### src/rtl/gf_arith_unit_pkg.sv
// Shared definitions for the GF(2^M) arithmetic unit.
//   - operation encoding presented on the op input
//   - controller state encoding
//   - default symbol width and primitive polynomial (GF(2^8), x^8+x^4+x^3+x^2+1)
package gf_arith_unit_pkg;

   localparam int         GF_M_DEFAULT    = 8;
   localparam logic [8:0] GF_POLY_DEFAULT = 9'h11D;

   typedef enum logic [1:0] {
      GF_OP_ADD = 2'd0,
      GF_OP_MUL = 2'd1,
      GF_OP_INV = 2'd2,
      GF_OP_DIV = 2'd3
   } gf_op_e;

   typedef enum logic [1:0] {
      ST_IDLE = 2'd0,
      ST_ITER = 2'd1,
      ST_DONE = 2'd2
   } gf_state_e;

endpackage

### src/rtl/gf_arith_unit_if.sv
// Request/response bundle of the GF(2^M) arithmetic unit.
//   in_valid/in_ready : request handshake, carries op, a, b
//   out_valid/out_ready : response handshake, carries result, div_by_zero
// master = requester (drives the request and out_ready), slave = the unit.
interface gf_arith_unit_if #(
   parameter int M = 8
);
   logic         in_valid;
   logic         in_ready;
   logic [1:0]   op;
   logic [M-1:0] a;
   logic [M-1:0] b;
   logic         out_valid;
   logic         out_ready;
   logic [M-1:0] result;
   logic         div_by_zero;

   modport master (
      output in_valid, op, a, b, out_ready,
      input  in_ready, out_valid, result, div_by_zero
   );

   modport slave (
      input  in_valid, op, a, b, out_ready,
      output in_ready, out_valid, result, div_by_zero
   );
endinterface

### src/rtl/gf_arith_unit_mul_comb.sv
// gf_mul_comb: purely combinational GF(2^M) multiplier, polynomial basis.
//   i_a, i_b : operands (M bits)
//   o_p      : i_a * i_b reduced modulo POLY (M bits)
module gf_mul_comb #(
   parameter int         M    = 8,
   parameter logic [M:0] POLY = 9'h11D
) (
   input  logic [M-1:0] i_a,
   input  logic [M-1:0] i_b,
   output logic [M-1:0] o_p
);

   // Shift-and-add: the running multiple of i_a is multiplied by x each step
   // and reduced immediately, so no intermediate exceeds M bits.
   function automatic logic [M-1:0] gf_mul(input logic [M-1:0] x, input logic [M-1:0] y);
      logic [M-1:0] p;
      logic [M-1:0] t;
      logic         msb;
      p = '0;
      t = x;
      for (int i = 0; i < M; i++) begin
         if (y[i]) p = p ^ t;
         msb = t[M-1];
         t   = {t[M-2:0], 1'b0} ^ (msb ? POLY[M-1:0] : '0);
      end
      return p;
   endfunction

   assign o_p = gf_mul(i_a, i_b);

endmodule

### src/rtl/gf_arith_unit.sv
// gf_arith_unit: GF(2^M) ADD / MUL / INV / DIV with valid/ready handshakes.
//   clk   : clock, rising edge
//   reset : asynchronous, active-high
//   bus   : gf_arith_unit_if slave (request op/a/b, response result/div_by_zero)
// ADD and MUL complete on the accepting edge. INV and DIV use Fermat
// exponentiation, a/b = a * b^(2^M-2), evaluated by M-1 square-and-multiply
// steps, so no log/antilog tables are needed.
module gf_arith_unit
   import gf_arith_unit_pkg::*;
#(
   parameter int         M    = GF_M_DEFAULT,
   parameter logic [M:0] POLY = (M+1)'(GF_POLY_DEFAULT)
) (
   input  logic              clk,
   input  logic              reset,
   gf_arith_unit_if.slave    bus
);

   localparam int CW = $clog2(M) + 1;

   gf_state_e    r_state;
   gf_state_e    w_state_nxt;
   logic [M-1:0] r_sq;
   logic [M-1:0] r_acc;
   logic [CW-1:0] r_cnt;
   logic         r_dbz;

   gf_op_e       w_op;
   logic         w_accept;
   logic [M-1:0] w_m1_a;
   logic [M-1:0] w_m1_b;
   logic [M-1:0] w_m1_p;
   logic [M-1:0] w_m2_p;

   assign w_op     = gf_op_e'(bus.op);
   assign w_accept = bus.in_valid && (r_state == ST_IDLE);

   assign bus.in_ready    = (r_state == ST_IDLE);
   assign bus.out_valid   = (r_state == ST_DONE);
   assign bus.result      = r_acc;
   assign bus.div_by_zero = r_dbz;

   // The first multiplier serves MUL while idle and squares sq while iterating.
   assign w_m1_a = (r_state == ST_ITER) ? r_sq : bus.a;
   assign w_m1_b = (r_state == ST_ITER) ? r_sq : bus.b;

   gf_mul_comb #(.M(M), .POLY(POLY)) u_mul_sq (
      .i_a (w_m1_a),
      .i_b (w_m1_b),
      .o_p (w_m1_p)
   );

   gf_mul_comb #(.M(M), .POLY(POLY)) u_mul_acc (
      .i_a (r_acc),
      .i_b (w_m1_p),
      .o_p (w_m2_p)
   );

   always_comb begin
      w_state_nxt = r_state;
      case (r_state)
         ST_IDLE: begin
            if (bus.in_valid) begin
               if (w_op == GF_OP_ADD || w_op == GF_OP_MUL) w_state_nxt = ST_DONE;
               else                                         w_state_nxt = ST_ITER;
            end
         end
         ST_ITER: begin
            if (r_cnt == CW'(1)) w_state_nxt = ST_DONE;
         end
         ST_DONE: begin
            if (bus.out_ready) w_state_nxt = ST_IDLE;
         end
         default: w_state_nxt = ST_IDLE;
      endcase
   end

   always_ff @(posedge clk or posedge reset) begin
      if (reset) begin
         r_state <= ST_IDLE;
         r_sq    <= '0;
         r_acc   <= '0;
         r_cnt   <= '0;
         r_dbz   <= 1'b0;
      end else begin
         r_state <= w_state_nxt;
         if (w_accept) begin
            case (w_op)
               GF_OP_ADD: begin
                  r_acc <= bus.a ^ bus.b;
                  r_dbz <= 1'b0;
               end
               GF_OP_MUL: begin
                  r_acc <= w_m1_p;
                  r_dbz <= 1'b0;
               end
               default: begin
                  // INV is DIV with an implicit dividend of 1.
                  r_sq  <= bus.b;
                  r_acc <= (w_op == GF_OP_DIV) ? bus.a : M'(1);
                  r_cnt <= CW'(M - 1);
                  r_dbz <= (bus.b == '0);
               end
            endcase
         end else if (r_state == ST_ITER) begin
            // sq walks b^2, b^4, ... ; acc collects their product.
            r_sq  <= w_m1_p;
            r_acc <= w_m2_p;
            r_cnt <= r_cnt - CW'(1);
         end
      end
   end

endmodule
### src/flat_wrapper.sv
// flat-port wrapper written by rule: the top's interface ports become plain ports
module gf_arith_unit_flat import gf_arith_unit_pkg::*;
#(
   parameter int         M    = GF_M_DEFAULT,
   parameter logic [M:0] POLY = (M+1)'(GF_POLY_DEFAULT)
)
  (clk, reset, bus_in_valid, bus_op, bus_a, bus_b, bus_out_ready, bus_in_ready, bus_out_valid, bus_result, bus_div_by_zero);
  gf_arith_unit_if #(.M(M)) bus_i ();
  input  logic clk;
  input  logic reset;
  input wire logic [$bits(bus_i.in_valid)-1:0] bus_in_valid;
  input wire logic [$bits(bus_i.op)-1:0] bus_op;
  input wire logic [$bits(bus_i.a)-1:0] bus_a;
  input wire logic [$bits(bus_i.b)-1:0] bus_b;
  input wire logic [$bits(bus_i.out_ready)-1:0] bus_out_ready;
  output wire logic [$bits(bus_i.in_ready)-1:0] bus_in_ready;
  output wire logic [$bits(bus_i.out_valid)-1:0] bus_out_valid;
  output wire logic [$bits(bus_i.result)-1:0] bus_result;
  output wire logic [$bits(bus_i.div_by_zero)-1:0] bus_div_by_zero;
  assign bus_i.in_valid = bus_in_valid;
  assign bus_i.op = bus_op;
  assign bus_i.a = bus_a;
  assign bus_i.b = bus_b;
  assign bus_i.out_ready = bus_out_ready;
  assign bus_in_ready = bus_i.in_ready;
  assign bus_out_valid = bus_i.out_valid;
  assign bus_result = bus_i.result;
  assign bus_div_by_zero = bus_i.div_by_zero;
  gf_arith_unit #(.M(M), .POLY(POLY)) u_core (.clk(clk), .reset(reset), .bus(bus_i));
endmodule
### config.mk
export PLATFORM = sky130hd
export DESIGN_NAME = gf_arith_unit_flat
export DESIGN_NICKNAME = d
export VERILOG_FILES = /design/src/rtl/gf_arith_unit_pkg.sv /design/src/rtl/gf_arith_unit_if.sv /design/src/rtl/gf_arith_unit_mul_comb.sv /design/src/rtl/gf_arith_unit.sv /design/src/flat_wrapper.sv
export SDC_FILE = /design/constraint.sdc
export NUM_CORES = 1
export LEC_CHECK = 0
export CAP_MARGIN = 20
export CORE_MARGIN = 5
export CORE_UTILIZATION = 30
export DETAILED_ROUTE_END_ITERATION = 8
export PLACE_DENSITY_LB_ADDON = 0.05
export SLEW_MARGIN = 20
export SYNTH_ARGS = -nofsm -noshare
export SYNTH_HDL_FRONTEND = slang
export SYNTH_SLANG_ARGS = --single-unit
### constraint.sdc
create_clock -name clk -period 3.04 [get_ports clk]
set_input_delay 0.608 -clock clk [delete_from_list [all_inputs] [get_ports clk]]
set_output_delay 0.608 -clock clk [all_outputs]
set_load 0.01 [all_outputs]
; ---- Word-level counts from Yosys, hierarchy flattened
; Cells that the tools add are included.
; Widths: inputs -> output; s select.
[classes]
mux = 48
n_eq_ne = 9
n_addsub = 1
reduce_logical = 9
n_bitwise = 29
[op_table]
columns = cell, n
row1 = $mux 8, 24
row2 = $xor 8x8->8, 15
row3 = $xor 8x5->8, 14
row4 = $mux 5, 14
row5 = $pmux 8 s2, 1
row6 = $mux 4, 3
row7 = $logic_not 8->1, 1
row8 = $mux 2, 4
row9 = $ne 2x2->1 const B, 3
row10 = $pmux 2 s3, 1
row11 = $eq 2x1->1 const B, 2
row12 = $eq 2x2->1 const B, 2
row13 = $eq 4x1->1 const B, 1
row14 = $logic_not 2->1, 2
row15 = $sub 4x1->4 const B, 1
row16 = $reduce_and 3->1, 1
row17 = $ne 2x1->1 const B, 1
row18 = $reduce_and 2->1, 1
row19 = $reduce_bool 2->1, 1
row20 = $reduce_or 2->1, 1
row21 = $logic_and 1x1->1, 1
row22 = $logic_or 1x1->1, 1
row23 = $mux 1, 1
[totals]
output_inout_bits = 11
inputBits = 22
ff_bits = 23
wordCells = 101

; ---- Depth between registers and ports, before layout
[depth]
ltp_word = 35
depth_mapped = 17
mapped_depth_nobuf = 12

; ---- Cells and area by module
; A second synthesis with hierarchy kept.
[unflattened]
cells_unflattened = 504
area_unflattened_um2 = 3923.8
[modules_own_cells]
columns = module, n_inst, cells_per_inst, seq_area_each_um2, area_per_inst_um2
row1 = gf_arith_unit, 1, 166, 575.6, 1524.0
row2 = gf_mul_comb (u_core.u_mul_acc), 1, 173, 0.0, 1224.9
row3 = gf_mul_comb (u_core.u_mul_sq), 1, 165, 0.0, 1174.9

; ---- Least setup slack after synthesis
; Ideal clock, no wire load.
[synth_path]
path_kind = input to register
from = in bus_a[2]
to = reg u_core.r_acc[0] (netlist: u_core.bus.result[0])
n_path_buf = 2
setup_ps = 76
t_required_ps = 2964
path_slack_ps = -566
arrival_ps = 3529
stages = 14
cell_sequence = clkbuf_1 -> xnor3_1 -> mux2_2 -> buf_6 -> xor2_1 -> nor2_1 -> xnor3_1 -> xnor3_2 -> nand2_2 -> xnor2_2 -> xnor2_1 -> xnor2_1 -> xnor3_1 -> o21ai_1
[synth_between]
elab_chain_len = 29
elab_cells_between_ends = 42
cone_classes = mux: 21 / bitwise: 21
[synth_lines]
columns = element, line_no
row1 = from (decl), flat_wrapper.sv:13  ; input wire logic [$bits(bus_i.a)-1:0] bus_a;
row2 = $mux 8 *, gf_arith_unit.sv:44  ; assign w_m1_a = (r_state == ST_ITER) ? r_sq : bus.a;
row3 = $xor 8x5->8 or $mux 8 (tied branches), "gf_arith_unit_mul_comb.sv:24, gf_arith_unit_mul_comb.sv:22"
row4 = $xor 8x5->8 or $xor 8x8->8 (tied branches), "gf_arith_unit_mul_comb.sv:24, gf_arith_unit_mul_comb.sv:22"
row5 = $xor 8x5->8 or $mux 8 (tied branches), "gf_arith_unit_mul_comb.sv:24, gf_arith_unit_mul_comb.sv:22"
row6 = $xor 8x5->8 or $xor 8x8->8 (tied branches), "gf_arith_unit_mul_comb.sv:24, gf_arith_unit_mul_comb.sv:22"
row7 = $xor 8x5->8 or $mux 8 (tied branches), "gf_arith_unit_mul_comb.sv:24, gf_arith_unit_mul_comb.sv:22"
row8 = $mux 5 or $xor 8x8->8 (tied branches), "gf_arith_unit_mul_comb.sv:24, gf_arith_unit_mul_comb.sv:22"
row9 = $xor 8x5->8 or $mux 8 (tied branches), "gf_arith_unit_mul_comb.sv:24, gf_arith_unit_mul_comb.sv:22"
row10 = (+13 left out), n/a
row11 = $xor 8x8->8, gf_arith_unit_mul_comb.sv:22  ; if (y[i]) p = p ^ t;
row12 = $mux 8, gf_arith_unit_mul_comb.sv:22
row13 = $xor 8x8->8, gf_arith_unit_mul_comb.sv:22
row14 = $mux 8, gf_arith_unit_mul_comb.sv:22
row15 = $xor 8x8->8, gf_arith_unit_mul_comb.sv:22
row16 = $mux 8, gf_arith_unit_mul_comb.sv:22
row17 = $mux 8, gf_arith_unit.sv:105  ; end else if (r_state == ST_ITER) begin
row18 = $mux 8 *, gf_arith_unit.sv:87  ; if (w_accept) begin
row19 = to (signal assigned), gf_arith_unit.sv:90  ; r_acc <= bus.a ^ bus.b;
row20 = to (signal assigned), gf_arith_unit.sv:94  ; r_acc <= w_m1_p;
row21 = to (signal assigned), gf_arith_unit.sv:108  ; r_acc <= w_m2_p;
row22 = to (decl), gf_arith_unit.sv:24  ; logic [M-1:0] r_acc;
; Mark *: on every way between the ends. The rest lies on a longest branch, timed or not. The select of a mux whose other input is x is not followed.
; A chain may end at the register's enable or synchronous reset.

; ---- Worst setup path in the final report
[layout_path]
from = reg u_core.r_state[0]
to = reg u_core.r_acc[1] (netlist: u_core.bus.result[1])
[layout_between]
elab_chain_len = 35
elab_cells_between_ends = 53
cone_classes = eq/ne: 1 / mux: 28 / bitwise: 21 / reduce/logical: 3
[layout_lines]
columns = element, line_no
row1 = from (decl), gf_arith_unit.sv:21  ; gf_state_e r_state;
row2 = from (signal assigned), gf_arith_unit.sv:86  ; r_state <= w_state_nxt;
row3 = $eq 2x1->1, "gf_arith_unit.sv:44, gf_arith_unit.sv:45, gf_arith_unit.sv:105"
row4 = $mux 8, gf_arith_unit.sv:44
row5 = $mux 5, gf_arith_unit_mul_comb.sv:24  ; t = {t[M-2:0], 1'b0} ^ (msb ? POLY[M-1:0] : '0);
row6 = $xor 8x5->8, gf_arith_unit_mul_comb.sv:24
row7 = $xor 8x8->8, gf_arith_unit_mul_comb.sv:22
row8 = $mux 8, gf_arith_unit_mul_comb.sv:22
row9 = $xor 8x8->8, gf_arith_unit_mul_comb.sv:22
row10 = $mux 8, gf_arith_unit_mul_comb.sv:22
row11 = (+19 left out), n/a
row12 = $xor 8x8->8, gf_arith_unit_mul_comb.sv:22
row13 = $mux 8, gf_arith_unit_mul_comb.sv:22
row14 = $xor 8x8->8, gf_arith_unit_mul_comb.sv:22
row15 = $mux 8, gf_arith_unit_mul_comb.sv:22
row16 = $xor 8x8->8, gf_arith_unit_mul_comb.sv:22
row17 = $mux 8, gf_arith_unit_mul_comb.sv:22
row18 = $mux 8, gf_arith_unit.sv:105
row19 = $mux 8, gf_arith_unit.sv:87
; Parallel ways exist; a longest one is shown, timed or not. The select of a mux whose other input is x is not followed.

==> results.txt <==
The share of the synthesized area in the top cell type is 15.6%, and the final RePlAce weighted congestion is 0.901. The tools report the data required time at the worst endpoint as 3.16 ns. Dividing the detail-routed via count by the number of cells gives 5.08. The worst setup path is of the reg -> reg kind. The number of clock buffers added by TritonCTS is 3. Via count of the first global-routing pass: 4960.

By area the synthesized netlist is led by xnor2_1, dfrtp_1, xnor3_1, xor2_1, nand2_1. The worst setup path is captured at a register. The global-route total usage across every layer was 19.9%; the effective utilization at floorplan was 30.6%. For this block, the routed nets add up to 18300 um of wire. Leaving out fill and tap cells, the most frequent cells in the layout are buf_4, nand2_1, nor2_1, xnor2_1, xor2_1. The number of cells on the worst reg-to-reg path is 16.

The fraction of the cycle the final worst path needs works out to 114%. When the netlist entered floorplanning its net count stood at 651. Summing the areas of all xor and xnor instances in the mapped netlist gives 37.0% of the synthesized area. The area growth from synthesis to layout is 54.1%. The wire length of the first global-routing pass is 28400 um, and the antenna diode count is 0.

After detailed routing, the average wire length per cell comes to 18.6 um. The run gives 817 as the number of nets in the layout. The tools report the half-perimeter wire length after detailed placement as 14100 um.

The number of cells on the worst hold path is 2. The clock passes through at most 2 buffers. Counting flops with a built-in enable in the synthesized netlist gives 0.

The mapped cell area was 4650 sq um; the max-capacitance violation count was 0. The fraction of final layout cells sized beyond drive strength 1 works out to 37.2%. Among all flip-flop cells after synthesis, the most frequent one is dfrtp_1. The logs give 20 for the largest net degree at the start of global routing and 0 for the remaining design rule violation count. For the count of warnings emitted by yosys, the log shows 0. The portion of netlist area occupied by mux cells works out to 5.95%. Setup repair after global routing could not meet its margin everywhere. The class of the most critical hold timing path is reg -> reg.

In this run the horizontal extent of the chip is 134 um. The count of final hold-check violations is 0, and the number of slew-limit violations in the final report is 0. The clock period minus final worst setup slack came out at 3.47 ns. Number of synthesized register bits: 23. Based on the critical path, the design can be clocked at up to 288 MHz.

The actual slew at the worst max-slew pin came out at 0.827 ns. The library cell used most frequently in the layout, excluding fill and tap cells, is buf_4. Once detail routing completed, the nets flagged for antenna violations numbered 0. The mean area per synthesized cell is 7.42 sq um.

The floorplan has 45 rows. For the number of clock sinks seen by CTS, the log shows 23. Setup violations remaining at the end of the flow were counted as 8.

The synthesized netlist devotes 0.538% of its cell area to adder and majority cells. Cell chosen for the clock root: clkbuf_16. The number of top-level pins was 33; the clock insertion delay at the later pin of the skew report was 0.26 ns.

The floorplan die height was 134 um. The critical-path maximum fanout came out at 6. TritonCTS built the clock tree.

Fraction of synthesis flops using an asynchronous set or reset pin: 100%. For this run the aggregate overflow at the end of global routing stands at 0. After the first detailed-routing iteration, the DRC count stood at 359. After routing, the total negative slack on setup checks comes to -3.17 ns. Cell count after synthesis: 627. The worst setup path is launched from a register.

The run finished, with violations left. After clock tree synthesis, the clock-pin slew on the worst setup and hold paths is 0.07 ns. The number of I/O port buffers came out at 32. Counting distinct cell types in the post-synthesis netlist gives 58.

Summing the areas of all compound-gate instances in the mapped netlist gives 15.9% of the synthesized area. The first TritonRoute pass finished after 5 iterations. The number of antenna violations at the first check in global routing was 0; the simple-gate portion of the synthesized area was 21.2%. The final reports fail on setup timing. Summed over all instances, the cell type with the most area after synthesis is xnor2_1. The run gives 0.499 ns as the smallest hold slack. The worst path setup slack after routing came out at -0.428 ns. The number of H-tree branching levels is 1, and the worst clock skew is 0.00327 ns. For this run, the register share of the synthesized area comes to 12.4%. The headroom to the max-slew limit came out at 44.7%.

By area, the combinational part of the netlist is dominated by XOR/XNOR gates. Data arrival at the endpoint of the critical path: 3.59 ns. The die area was 18100 sq um; the core box area was 15200 sq um. Across all layers, the routed design uses 4976 vias.
## cell usage after synthesis (all sizes together) (5+ instances only)
cell and instances:
mux2i 25, nand3 11, xnor3 22, o22ai 5
a31oi 7, nand2b 9, nand2 92, xnor2 86
dfrtp 23, nor2b 5, nor2 72, a32oi 5
a22oi 11, nor3 8, buf 28, clkbuf 30
a21oi 31, o21ai 46, nor4 5, xor2 51
inv 12
## cell type report
cell class | instances | area (sq um)
flip-flops and latches | 23 | 582
well taps | 188 | 235
fillers | 1542 | 8040
clock buffers | 3 | 75.1
inverters | 13 | 48.8
repair buffers | 219 | 1860
multi-input cells | 533 | 4360
clock inverters | 1 | 7.51
## registers in the layout, indices dropped and copies added (netlist names)
signal	cells
u_core.bus.result	8
u_core.r_sq	8
u_core.r_cnt	4
u_core.r_state	2
u_core.bus.div_by_zero	1
## path summary, 6_finish.rpt
kind	from	end	slack (ns)
max	u_core.r_state[0]$_DFFE_PP0P_	u_core.bus.result[1]$_DFFE_PP0P_	-0.43
min	u_core.bus.div_by_zero$_DFFE_PP0P_	u_core.bus.div_by_zero$_DFFE_PP0P_	0.50
max reg2reg	u_core.r_state[0]$_DFFE_PP0P_	u_core.bus.result[1]$_DFFE_PP0P_	-0.43
min reg2reg	u_core.bus.div_by_zero$_DFFE_PP0P_	u_core.bus.div_by_zero$_DFFE_PP0P_	0.50
max in group asynchronous	reset	u_core.r_sq[5]$_DFFE_PP0P_	1.95
min in group asynchronous	reset	u_core.bus.result[2]$_DFFE_PP0P_	0.54
## stage by stage
| stage | instance area, sq um | std cells | utilization (%) | worst slack [ns] |
|---|---|---|---|---|
| after floorplan | 4860 | 627 | - | -0.186 |
| after global routing | 7160 | 980 | 47.1 | -0.563 |
| after detailed placement | 6150 | 931 | 40.5 | -1.24 |
| after CTS | 6800 | 969 | 44.7 | -0.448 |
| final | 7160 | 980 | 47.1 | -0.428 |
| after global placement | 6150 | 931 | 40.5 | -1.20 |
## cell families after synthesis
| kind of cell | Yosys count |
|---|---|
| buf+inv | 71 |
| xor+xnor | 159 |
| flops | 23 |
| mux | 27 |
| simple gates | 222 |
| fa+ha+maj | 2 |
| compound gates | 123 |
## metal layers
metal	routed length [um]	vias to the layer above	track usage (%)	share of wire, %
li1	-	2438	-	-
met3	645	13	0.931	3.5
met1	9120	2418	30.3	50
met4	217	0	2.43	1.2
met2	8280	107	32.1	45
met5	0	-	0	0
## critical path: stages, from the launching register on
cell and delay, ns:
dfrtp_2 0.46, nand2b_4 0.18, buf_6 0.13, mux2i_4 0.28, buf_6 0.13, buf_4 0.10
nor2_2 0.03, xnor3_2 0.37, xor2_1 0.14, buf_4 0.19, buf_6 0.11, nand2_2 0.06
xnor2_2 0.18, xnor3_2 0.38, xnor3_1 0.38, o22ai_1 0.14, a21oi_1 0.05
## repair_timing
action | CTS | global route
gates cloned | 0 | 1
resized for setup | 102 | 58
hold buffers | 0 | 0
setup buffers | 35 | 11
endpoints found under the setup margin | 16 | 12
pin swaps | 48 | 34
Power is left out: the tool's default activity adds up to more than one toggle a clock period on the data nets, which glitch-free logic cannot reach.
